`src/rtl/fft_pkg.sv`:
```
`timescale 1ns/1ps
`default_nettype none
// +----------------------------------------------------------------------+
// | fft_pkg                                                              |
// | Shared widths, saturation limits and butterfly FSM states.           |
// | Rev 1.0                                                              |
// +----------------------------------------------------------------------+
package fft_pkg;

  localparam int DEF_DATA_WIDTH = 16;
  localparam int DEF_EXP_WIDTH  = 15;

  localparam int SAT_MAX = 32767;
  localparam int SAT_MIN = -32768;

  typedef enum logic [2:0] {
    IDLE    = 3'd0,
    MUL_RR  = 3'd1,
    MUL_II  = 3'd2,
    MUL_RI  = 3'd3,
    MUL_IR  = 3'd4,
    COMBINE = 3'd5,
    HOLD    = 3'd6
  } state_t;

endpackage
`default_nettype wire

```
`src/rtl/fixed_point_multiplier.sv`:
```
`timescale 1ns/1ps
`default_nettype none
// +----------------------------------------------------------------------+
// | fixed_point_multiplier                                               |
// | Signed fixed-point multiply, floor truncation, saturating output,    |
// | one-cycle done pulse per enabled operation.                          |
// | Rev 1.0                                                              |
// +----------------------------------------------------------------------+
module fixed_point_multiplier #(
  parameter int WIDTH_A           = 16,
  parameter int WIDTH_B           = 16,
  parameter int WIDTH_PRODUCT     = 16,
  parameter int EXP_WIDTH_A       = 15,
  parameter int EXP_WIDTH_B       = 15,
  parameter int EXP_WIDTH_PRODUCT = 15
) (
  input  logic                            clk,
  input  logic                            rst_n,
  input  logic                            en,
  input  logic signed [WIDTH_A-1:0]       a,
  input  logic signed [WIDTH_B-1:0]       b,
  output logic signed [WIDTH_PRODUCT-1:0] product,
  output logic                            done
);

  localparam int c_fw    = WIDTH_A + WIDTH_B;
  localparam int c_shift = EXP_WIDTH_A + EXP_WIDTH_B - EXP_WIDTH_PRODUCT;
  localparam logic signed [c_fw-1:0] c_max = (c_fw'(1) <<< (WIDTH_PRODUCT - 1)) - c_fw'(1);
  localparam logic signed [c_fw-1:0] c_min = ~c_max;

  logic signed [c_fw-1:0]          w_full;
  logic signed [c_fw-1:0]          w_shift;
  logic signed [WIDTH_PRODUCT-1:0] w_sat;
  logic signed [WIDTH_PRODUCT-1:0] r_product;
  logic                            r_done;

  assign w_full  = c_fw'(a) * c_fw'(b);
  assign w_shift = w_full >>> c_shift;
  assign w_sat   = (w_shift > c_max) ? c_max[WIDTH_PRODUCT-1:0] :
                   (w_shift < c_min) ? c_min[WIDTH_PRODUCT-1:0] :
                                       w_shift[WIDTH_PRODUCT-1:0];

  // The cycle after done is a dead cycle so a held enable cannot re-fire
  // on operands the consumer has not yet switched.
  always_ff @(posedge clk or negedge rst_n) begin
    if (!rst_n) begin
      r_product <= '0;
      r_done    <= 1'b0;
    end else if (en && !r_done) begin
      r_product <= w_sat;
      r_done    <= 1'b1;
    end else begin
      r_done    <= 1'b0;
    end
  end

  assign product = r_product;
  assign done    = r_done;

endmodule
`default_nettype wire

```
`src/rtl/fft_butterfly_radix2.sv`:
```
`timescale 1ns/1ps
`default_nettype none
// +----------------------------------------------------------------------+
// | fft_butterfly_radix2                                                 |
// | Radix-2 DIT butterfly, T = B*W via one shared multiplier.            |
// | Optional macro FFT_BUTTERFLY_SCALE_EN: halve each output (floor).    |
// | Rev 1.0                                                              |
// +----------------------------------------------------------------------+
module fft_butterfly_radix2
  import fft_pkg::*;
#(
  parameter int DATA_WIDTH = DEF_DATA_WIDTH,
  parameter int EXP_WIDTH  = DEF_EXP_WIDTH
) (
  input  logic                         clk,
  input  logic                         rst_n,
  input  logic                         in_valid,
  output logic                         in_ready,
  input  logic signed [DATA_WIDTH-1:0] a_re,
  input  logic signed [DATA_WIDTH-1:0] a_im,
  input  logic signed [DATA_WIDTH-1:0] b_re,
  input  logic signed [DATA_WIDTH-1:0] b_im,
  input  logic signed [DATA_WIDTH-1:0] w_re,
  input  logic signed [DATA_WIDTH-1:0] w_im,
  output logic                         out_valid,
  input  logic                         out_ready,
  output logic signed [DATA_WIDTH-1:0] x0_re,
  output logic signed [DATA_WIDTH-1:0] x0_im,
  output logic signed [DATA_WIDTH-1:0] x1_re,
  output logic signed [DATA_WIDTH-1:0] x1_im
);

  localparam int c_msb = DATA_WIDTH - 1;
  localparam int c_tw  = DATA_WIDTH + 1;
  localparam int c_sw  = DATA_WIDTH + 2;

  state_t r_state, w_state_next;

  logic signed [DATA_WIDTH-1:0] r_a_re, r_a_im, r_b_re, r_b_im, r_w_re, r_w_im;
  logic signed [DATA_WIDTH-1:0] r_pr_rr, r_pr_ii, r_pr_ri, r_pr_ir;
  logic signed [DATA_WIDTH-1:0] r_x0_re, r_x0_im, r_x1_re, r_x1_im;

  logic                         w_mul_en;
  logic                         w_mul_done;
  logic signed [DATA_WIDTH-1:0] w_mul_a, w_mul_b, w_mul_p;

  logic signed [c_tw-1:0] w_t_re, w_t_im;
  logic signed [c_sw-1:0] w_s0_re, w_s0_im, w_s1_re, w_s1_im;

  function automatic logic signed [c_sw-1:0] scale(input logic signed [c_sw-1:0] v);
`ifdef FFT_BUTTERFLY_SCALE_EN
    return v >>> 1;
`else
    return v;
`endif
  endfunction

  function automatic logic signed [DATA_WIDTH-1:0] sat(input logic signed [c_sw-1:0] v);
    if (v > c_sw'(SAT_MAX))      return DATA_WIDTH'(SAT_MAX);
    else if (v < c_sw'(SAT_MIN)) return DATA_WIDTH'(SAT_MIN);
    else                         return v[DATA_WIDTH-1:0];
  endfunction

  fixed_point_multiplier #(
    .WIDTH_A          (DATA_WIDTH),
    .WIDTH_B          (DATA_WIDTH),
    .WIDTH_PRODUCT    (DATA_WIDTH),
    .EXP_WIDTH_A      (EXP_WIDTH),
    .EXP_WIDTH_B      (EXP_WIDTH),
    .EXP_WIDTH_PRODUCT(EXP_WIDTH)
  ) u_mul (
    .clk    (clk),
    .rst_n  (rst_n),
    .en     (w_mul_en),
    .a      (w_mul_a),
    .b      (w_mul_b),
    .product(w_mul_p),
    .done   (w_mul_done)
  );

  assign w_t_re  = $signed({r_pr_rr[c_msb], r_pr_rr}) - $signed({r_pr_ii[c_msb], r_pr_ii});
  assign w_t_im  = $signed({r_pr_ri[c_msb], r_pr_ri}) + $signed({r_pr_ir[c_msb], r_pr_ir});
  assign w_s0_re = $signed({{2{r_a_re[c_msb]}}, r_a_re}) + $signed({w_t_re[c_tw-1], w_t_re});
  assign w_s0_im = $signed({{2{r_a_im[c_msb]}}, r_a_im}) + $signed({w_t_im[c_tw-1], w_t_im});
  assign w_s1_re = $signed({{2{r_a_re[c_msb]}}, r_a_re}) - $signed({w_t_re[c_tw-1], w_t_re});
  assign w_s1_im = $signed({{2{r_a_im[c_msb]}}, r_a_im}) - $signed({w_t_im[c_tw-1], w_t_im});

  always_comb begin
    w_state_next = r_state;
    w_mul_en     = 1'b0;
    w_mul_a      = '0;
    w_mul_b      = '0;
    case (r_state)
      IDLE:    if (in_valid) w_state_next = MUL_RR;
      MUL_RR: begin
        w_mul_en = 1'b1; w_mul_a = r_b_re; w_mul_b = r_w_re;
        if (w_mul_done) w_state_next = MUL_II;
      end
      MUL_II: begin
        w_mul_en = 1'b1; w_mul_a = r_b_im; w_mul_b = r_w_im;
        if (w_mul_done) w_state_next = MUL_RI;
      end
      MUL_RI: begin
        w_mul_en = 1'b1; w_mul_a = r_b_re; w_mul_b = r_w_im;
        if (w_mul_done) w_state_next = MUL_IR;
      end
      MUL_IR: begin
        w_mul_en = 1'b1; w_mul_a = r_b_im; w_mul_b = r_w_re;
        if (w_mul_done) w_state_next = COMBINE;
      end
      COMBINE: w_state_next = HOLD;
      HOLD:    if (out_ready) w_state_next = IDLE;
      default: w_state_next = IDLE;
    endcase
  end

  always_ff @(posedge clk or negedge rst_n) begin
    if (!rst_n) begin
      r_state <= IDLE;
      r_a_re  <= '0; r_a_im  <= '0; r_b_re  <= '0;
      r_b_im  <= '0; r_w_re  <= '0; r_w_im  <= '0;
      r_pr_rr <= '0; r_pr_ii <= '0; r_pr_ri <= '0; r_pr_ir <= '0;
      r_x0_re <= '0; r_x0_im <= '0; r_x1_re <= '0; r_x1_im <= '0;
    end else begin
      r_state <= w_state_next;
      case (r_state)
        IDLE: if (in_valid) begin
          r_a_re <= a_re; r_a_im <= a_im; r_b_re <= b_re;
          r_b_im <= b_im; r_w_re <= w_re; r_w_im <= w_im;
        end
        MUL_RR: if (w_mul_done) r_pr_rr <= w_mul_p;
        MUL_II: if (w_mul_done) r_pr_ii <= w_mul_p;
        MUL_RI: if (w_mul_done) r_pr_ri <= w_mul_p;
        MUL_IR: if (w_mul_done) r_pr_ir <= w_mul_p;
        COMBINE: begin
          r_x0_re <= sat(scale(w_s0_re));
          r_x0_im <= sat(scale(w_s0_im));
          r_x1_re <= sat(scale(w_s1_re));
          r_x1_im <= sat(scale(w_s1_im));
        end
        default: ;
      endcase
    end
  end

  assign in_ready  = (r_state == IDLE);
  assign out_valid = (r_state == HOLD);
  assign x0_re     = r_x0_re;
  assign x0_im     = r_x0_im;
  assign x1_re     = r_x1_re;
  assign x1_im     = r_x1_im;

endmodule
`default_nettype wire

```
`config.mk`:
```
export PLATFORM = sky130hd
export DESIGN_NAME = fft_butterfly_radix2
export DESIGN_NICKNAME = d
export VERILOG_FILES = /design/src/rtl/fft_pkg.sv /design/src/rtl/fixed_point_multiplier.sv /design/src/rtl/fft_butterfly_radix2.sv
export SDC_FILE = /design/constraint.sdc
export NUM_CORES = 1
export LEC_CHECK = 0
export CAP_MARGIN = 20
export CORE_UTILIZATION = 44
export CTS_CLUSTER_DIAMETER = 40
export DETAILED_ROUTE_END_ITERATION = 6
export GPL_ROUTABILITY_DRIVEN = 0
export PLACE_DENSITY = 0.61
export SETUP_SLACK_MARGIN = 0.2
export SLEW_MARGIN = 20
export SYNTH_ARGS = -nofsm -noshare
export SYNTH_HDL_FRONTEND = slang
export SYNTH_SLANG_ARGS = --single-unit
```
`constraint.sdc`:
```
create_clock -name clk -period 9.3 [get_ports clk]
set_input_delay 1.86 -clock clk [delete_from_list [all_inputs] [get_ports clk]]
set_output_delay 1.86 -clock clk [all_outputs]
set_load 0.005 [all_outputs]
```
==> Word-level counts from Yosys, hierarchy flattened <==
Index checks and enable logic that the tools add are counted.
{ "word_totals": {"latchBits": 0, "mem_count": 0, "word_cells": 81, "romBits": 0, "regBits": 244, "ram_bits": 0, "out_inout_bits": 66, "in_bits": 100} }
{ "op_classes": {"n_lt_le_gt_ge": 10, "n_shift": 0, "n_addsub": 6, "n_reduce_logical": 14, "div_mod_pow": 0, "n_eq_ne": 12, "bitwise": 0, "muxes": 21, "mul": 1} }
{ "op_table": {"columns": ["cell", "n"], "rows": [
  ["$mux W16", 10],
  ["$gt A18 B16 Y1 const B", 4],
  ["$lt A18 B16 Y1 const B", 4],
  ["$pmux W16 S2", 2],
  ["$add A16 B17 Y18", 2],
  ["$sub A16 B17 Y18", 2],
  ["$mul A16 B16 Y32", 1],
  ["$pmux W3 S7", 1],
  ["$mux W3", 6],
  ["$add A16 B16 Y17", 1],
  ["$gt A17 B16 Y1 const B", 1],
  ["$lt A17 B16 Y1 const B", 1],
  ["$sub A16 B16 Y17", 1],
  ["$ne A2 B1 Y1 const B", 5],
  ["$reduce_and A2 Y1", 5],
  ["$eq A3 B3 Y1 const B", 3],
  ["$reduce_or A2 Y1", 4],
  ["$eq A3 B2 Y1 const B", 2],
  ["$reduce_and A6 Y1", 1],
  ["$reduce_or A4 Y1", 1],
  ["$eq A3 B1 Y1 const B", 1],
  ["$logic_not A3 Y1", 1],
  ["$mux W1", 2],
  ["$ne A2 B2 Y1 const B", 1],
  ["other kinds (2)", 2]
]} }

==> Longest topological paths before layout <==
{ "logic_depth": {"word_depth": 7, "ltp_mapped": 32, "mapped_depth_nobuf": 29} }

==> By module <==
Synthesis repeated with hierarchy kept, for this count alone.
{ "hier_totals": {"cells_unflattened": 2535, "area_unflattened_um2": 24394.6} }
{ "modules_own_cells": {"columns": ["mod", "seq_area_each_um2", "n_inst", "cells_per_inst", "area_each_um2"], "rows": [
  ["fft_butterfly_radix2", 5680.4, 1, 1367, 13817.0],
  ["fixed_point_multiplier", 425.4, 1, 1168, 10577.6]
]} }

==> Least setup slack after synthesis <==
OpenSTA, ideal clock, no wires.
{ "synth_timing": {"path_type": "register -> register", "from": "reg r_state[0]", "to": "reg u_mul.r_product[14], in the netlist u_mul.product[14]", "n_path_buf": 5, "period_less_slack_ps": 7621, "required_ps": 9179, "setup_ps": 121, "path_slack_ps": 1679, "path_stages_with_launch": 32, "arrival_time_ps": 7500, "cell_sequence": "dfrtp_1 buf_2 buf_1 nor2_1 clkbuf_1 a22oi_1 nor2_1 a21o_1 clkbuf_1 nand2_1 fa_1 inv_1 fa_1 inv_1 fa_1 inv_1 fa_1 fa_1 inv_1 fa_1 inv_1 ha_1 o21ai_0 o21ai_0 a221oi_1 o2111a_1 o21ai_1 a221o_1 xnor2_2 buf_2 o2111ai_1 a22o_1"} }
{ "synth_via": {"elab_chain_len": 7, "elab_cells_between_ends": 18, "classes_between": "mul: 1; order compare: 2; eq/ne: 4; mux: 5; reduce/logical: 6"} }
{ "synth_rtl": {"columns": ["item", "line", "source"], "rows": [
  ["from (decl)", "fft_butterfly_radix2.sv:37", "state_t r_state, w_state_next;"],
  ["from (signal assigned)", "fft_butterfly_radix2.sv:125", "r_state <= w_state_next;"],
  ["$eq A3 B3 Y1, or another cell as far along", "fft_butterfly_radix2.sv:93", "case (r_state)"],
  ["$reduce_or A2 Y1 (no source line)", null, null],
  ["$pmux W16 S2", "fft_butterfly_radix2.sv:93", null],
  ["$mul A16 B16 Y32", "fixed_point_multiplier.sv:37", "assign w_full = c_fw'(a) * c_fw'(b);"],
  ["$lt A17 B16 Y1", "fixed_point_multiplier.sv:40", "(w_shift < c_min) ? c_min[WIDTH_PRODUCT-1:0] :"],
  ["$mux W16", "fixed_point_multiplier.sv:40", null],
  ["$mux W16", "fixed_point_multiplier.sv:39", "assign w_sat = (w_shift > c_max) ? c_max[WIDTH_PRODUCT-1:0] :"],
  ["to (signal assigned)", "fixed_point_multiplier.sv:50", "r_product <= w_sat;"],
  ["to (decl)", "fixed_point_multiplier.sv:34", "logic signed [WIDTH_PRODUCT-1:0] r_product;"]
]} }
Several ways; a longest one is shown, not always the timed one.
A chain may end at the register's enable or synchronous reset.

==> Final worst setup path <==
{ "layout_timing": {"from": "reg r_state[2]", "to": "reg u_mul.r_product[14], in the netlist u_mul.product[14]"} }
Same word-level chain as after synthesis.

==> metrics.csv <==
metric;value;unit
synth unique cells;87;
die area;55600;um2
Root Buffer;clkbuf_16;
placeable core area;53900;um2
GRT Util Overall;0.239;
clock buffer depth;3;
starting density of the core;0.446;
fin crit period;8.47;ns
unrepaired setup endpoints after global routing;false;
clk slew on worst S/H paths;0.05;ns
clk sinks;244;
DRC violations left;0;
CP startpoint kind;flip-flop;
Cell Area, Synth;24100;um2
I/O Pins;166;
post-synth net total;3047;
Post-DRT Antenna Nets;0;
initial DRC count;1156;
FP Rows;85;
number of hold buffers added after CTS;0;
via count;18256;
Hold Path Stages;2;
WP data required;9.73;ns
per-cell routed wire length;19.2;um
period utilisation layout;0.911;
Setup TNS;0;ns
Die Wd;236;um
first-pass GRT wire length;105;mm
post-cts gate resize count;0;
setup bufs post-CTS;0;
Worst Hold Class;reg -> reg;
placed wire-length estimate;52.4;mm
Die Ht;236;um
synth top area cells;dfrtp_1, fa_1, ha_1, mux2_2, inv_1;
initial antenna violation count;4;
CTS tree;built;
final WL;64.4;mm
share of layout cells above drive strength 1;0.105;
worst-case reg-to-reg path depth;26;
synthesis-to-finish area growth;15.9;%
pins over their slew limit;0;
htree depth;2;
largest net degree at the start of global routing;108;
CTS Buf Count;40;
TritonRoute pass-1 iters;5;
R2R Setup Slk;0.83;ns
async set-reset flop share out of synthesis;1.00;
Worst R2R Start;r_state[2]$_DFFE_PN0P_;
Final Skew;0.0259;ns
Yosys reg bits;244;
crit path DAT;8.89;ns
vias in the first global route;19232;
status;complete, no violations;
Synth Instances;2501;
Crit Reg-Reg Endpoint;u_mul.product[14]$_DFFE_PN0P_;
Max-cap violations;0;
most common cell after layout, fill and taps aside;inv_1;
sequential area share after synthesis;0.254;
CP endpoint kind;flip-flop;
EDFF count, synth;0;
final setup fails;0;
hold_sp;x1_im[7]$_DFFE_PN0N_;
Highest Clock Rate;0.118;GHz
GR Overflow Total;0;
Yosys Warn Count;0;
number of nets in the layout;3184;
vias per cell;5.43;
Port Buffers;165;
Syn Area/Cell;9.62;um2
Crit Path Class;reg -> reg;
Rel. slew slack;0.287;
worst-margin pin slew;1.07;ns
top_reg_cell synth;dfrtp_1;
largest area contributor in the netlist;dfrtp_1;
Synth top area share;0.254;
Critical Path Fanout Max;26;
Final Hold Fails;0;
hold endpoint;x1_im[7]$_DFFE_PN0N_;
most frequent cells in the layout;inv_1, fa_1, dfrtp_1, nor2_1, nand2_1;
worst skew pair latency;0.55;ns
[sequential cells by signal, summed over array words and instances, names as in the netlist]
signal and count:
x1_im 16, r_w_im 16, x0_im 16, r_a_im 16, u_mul.product 16, x0_re 16
r_a_re 16, r_pr_ri 16, r_b_re 16, r_w_re 16, u_mul.done 1, x1_re 16
r_pr_ir 16, r_b_im 16, r_state 3, r_pr_ii 16, r_pr_rr 16
[Yosys cell counts (all sizes together) (6+ instances only)]
cell    count
a211o       6
a211oi     15
a21o       29
a21oi      82
a221o      31
a22o       34
a22oi      29
a31oi      10
and2       15
and3        8
buf        18
clkbuf     86
dfrtp     244
fa        267
ha        179
inv       399
mux2      141
nand2     211
nand2b     25
nand3      20
nor2      232
nor2b      18
nor3       32
o211ai     23
o21a       17
o21ai      96
o21bai     12
o31a        7
or2        10
or3         8
xnor2      87
xor2       22
[layout make-up]
class                      count  area [um2]
multi-input combinational   1754       16100
sequential                   244        6110
fill                        4859       26000
antenna                        1        2.50
tap                          696         871
clock inverter                24         350
timing repair buffer         199        1930
clock buffer                  47        1070
inverter                     399        1500
[how the worst max path moves through the flow]
stage / endpoint / start / cells after the start / slack (ns)
after floorplan: u_mul.product[14]$_DFFE_PN0P_ / r_state[0]$_DFFE_PN0P_ / 31 / 1.68
after CTS: u_mul.product[14]$_DFFE_PN0P_ / r_state[0]$_DFFE_PN0P_ / 25 / 0.71
after detailed placement: u_mul.product[14]$_DFFE_PN0P_ / r_state[0]$_DFFE_PN0P_ / 25 / 0.73
after global routing: u_mul.product[14]$_DFFE_PN0P_ / r_state[2]$_DFFE_PN0P_ / 26 / 0.28
after global placement: u_mul.product[14]$_DFFE_PN0P_ / r_state[1]$_DFFE_PN0P_ / 26 / 1.01
final: u_mul.product[14]$_DFFE_PN0P_ / r_state[2]$_DFFE_PN0P_ / 26 / 0.83
[per-layer routing]
layer | track usage | part of all wire | vias to the layer above
met5 | 0 | 0.00042 | -
met4 | 0.0860 | 0.033 | 4
met3 | 0.0343 | 0.056 | 114
met2 | 0.401 | 0.48 | 542
met1 | 0.314 | 0.43 | 9089
li1 | - | - | 8507
[worst max-delay path, cell delays in order, from the launching register on]
cell	delay, ns
dfrtp_1	0.40
buf_4	0.23
nor2b_2	0.29
buf_4	0.32
a22o_1	0.60
nand2_1	0.16
fa_1	0.53
inv_1	0.05
fa_1	0.49
inv_1	0.05
fa_1	0.53
inv_1	0.05
fa_1	0.46
fa_1	0.49
inv_1	0.05
fa_1	0.47
inv_1	0.04
ha_1	0.19
a211oi_1	0.23
o21ai_0	0.17
a221oi_1	0.59
o2111a_1	0.28
o21ai_1	0.11
a221o_1	0.41
xnor2_2	0.58
a21oi_2	0.28
a22o_1	0.25
[metrics by stage]
| step | util | instance area [um2] | worst slack (ns) | hold WS [ns] | std cells |
|---|---|---|---|---|---|
| 6_report | 0.517 | 27900 | 0.832 | 0.468 | 3364 |
| 3_5_place_dp | 0.490 | 26400 | 0.728 | 0.462 | 3291 |
| 4_1_cts | 0.517 | 27900 | 0.708 | 0.472 | 3362 |
| 2_1_floorplan | - | 24100 | 1.68 | 0.463 | 2501 |
| 5_1_grt | 0.517 | 27900 | 0.282 | 0.508 | 3363 |
| 3_3_place_gp | 0.490 | 26400 | 1.01 | 0.451 | 3291 |
[cell families (layout without fill, tap and decap cells)]
family | Yosys count | in the layout | synth area share
DFF | 244 | 244 | 0.254
and+or+nand+nor | 602 | 602 | 0.110
adders and majority gates | 451 | 451 | 0.317
AOI/OAI and AO/OA | 447 | 447 | 0.131
xor gates and xnor gates | 109 | 109 | 0.0411
other | 0 | 1 | 0
buffers and inverters | 503 | 669 | 0.0796
muxes | 145 | 145 | 0.0676
Power is not shown: default switching activity piles up to over one toggle a cycle in this logic, so the estimate is an artifact.
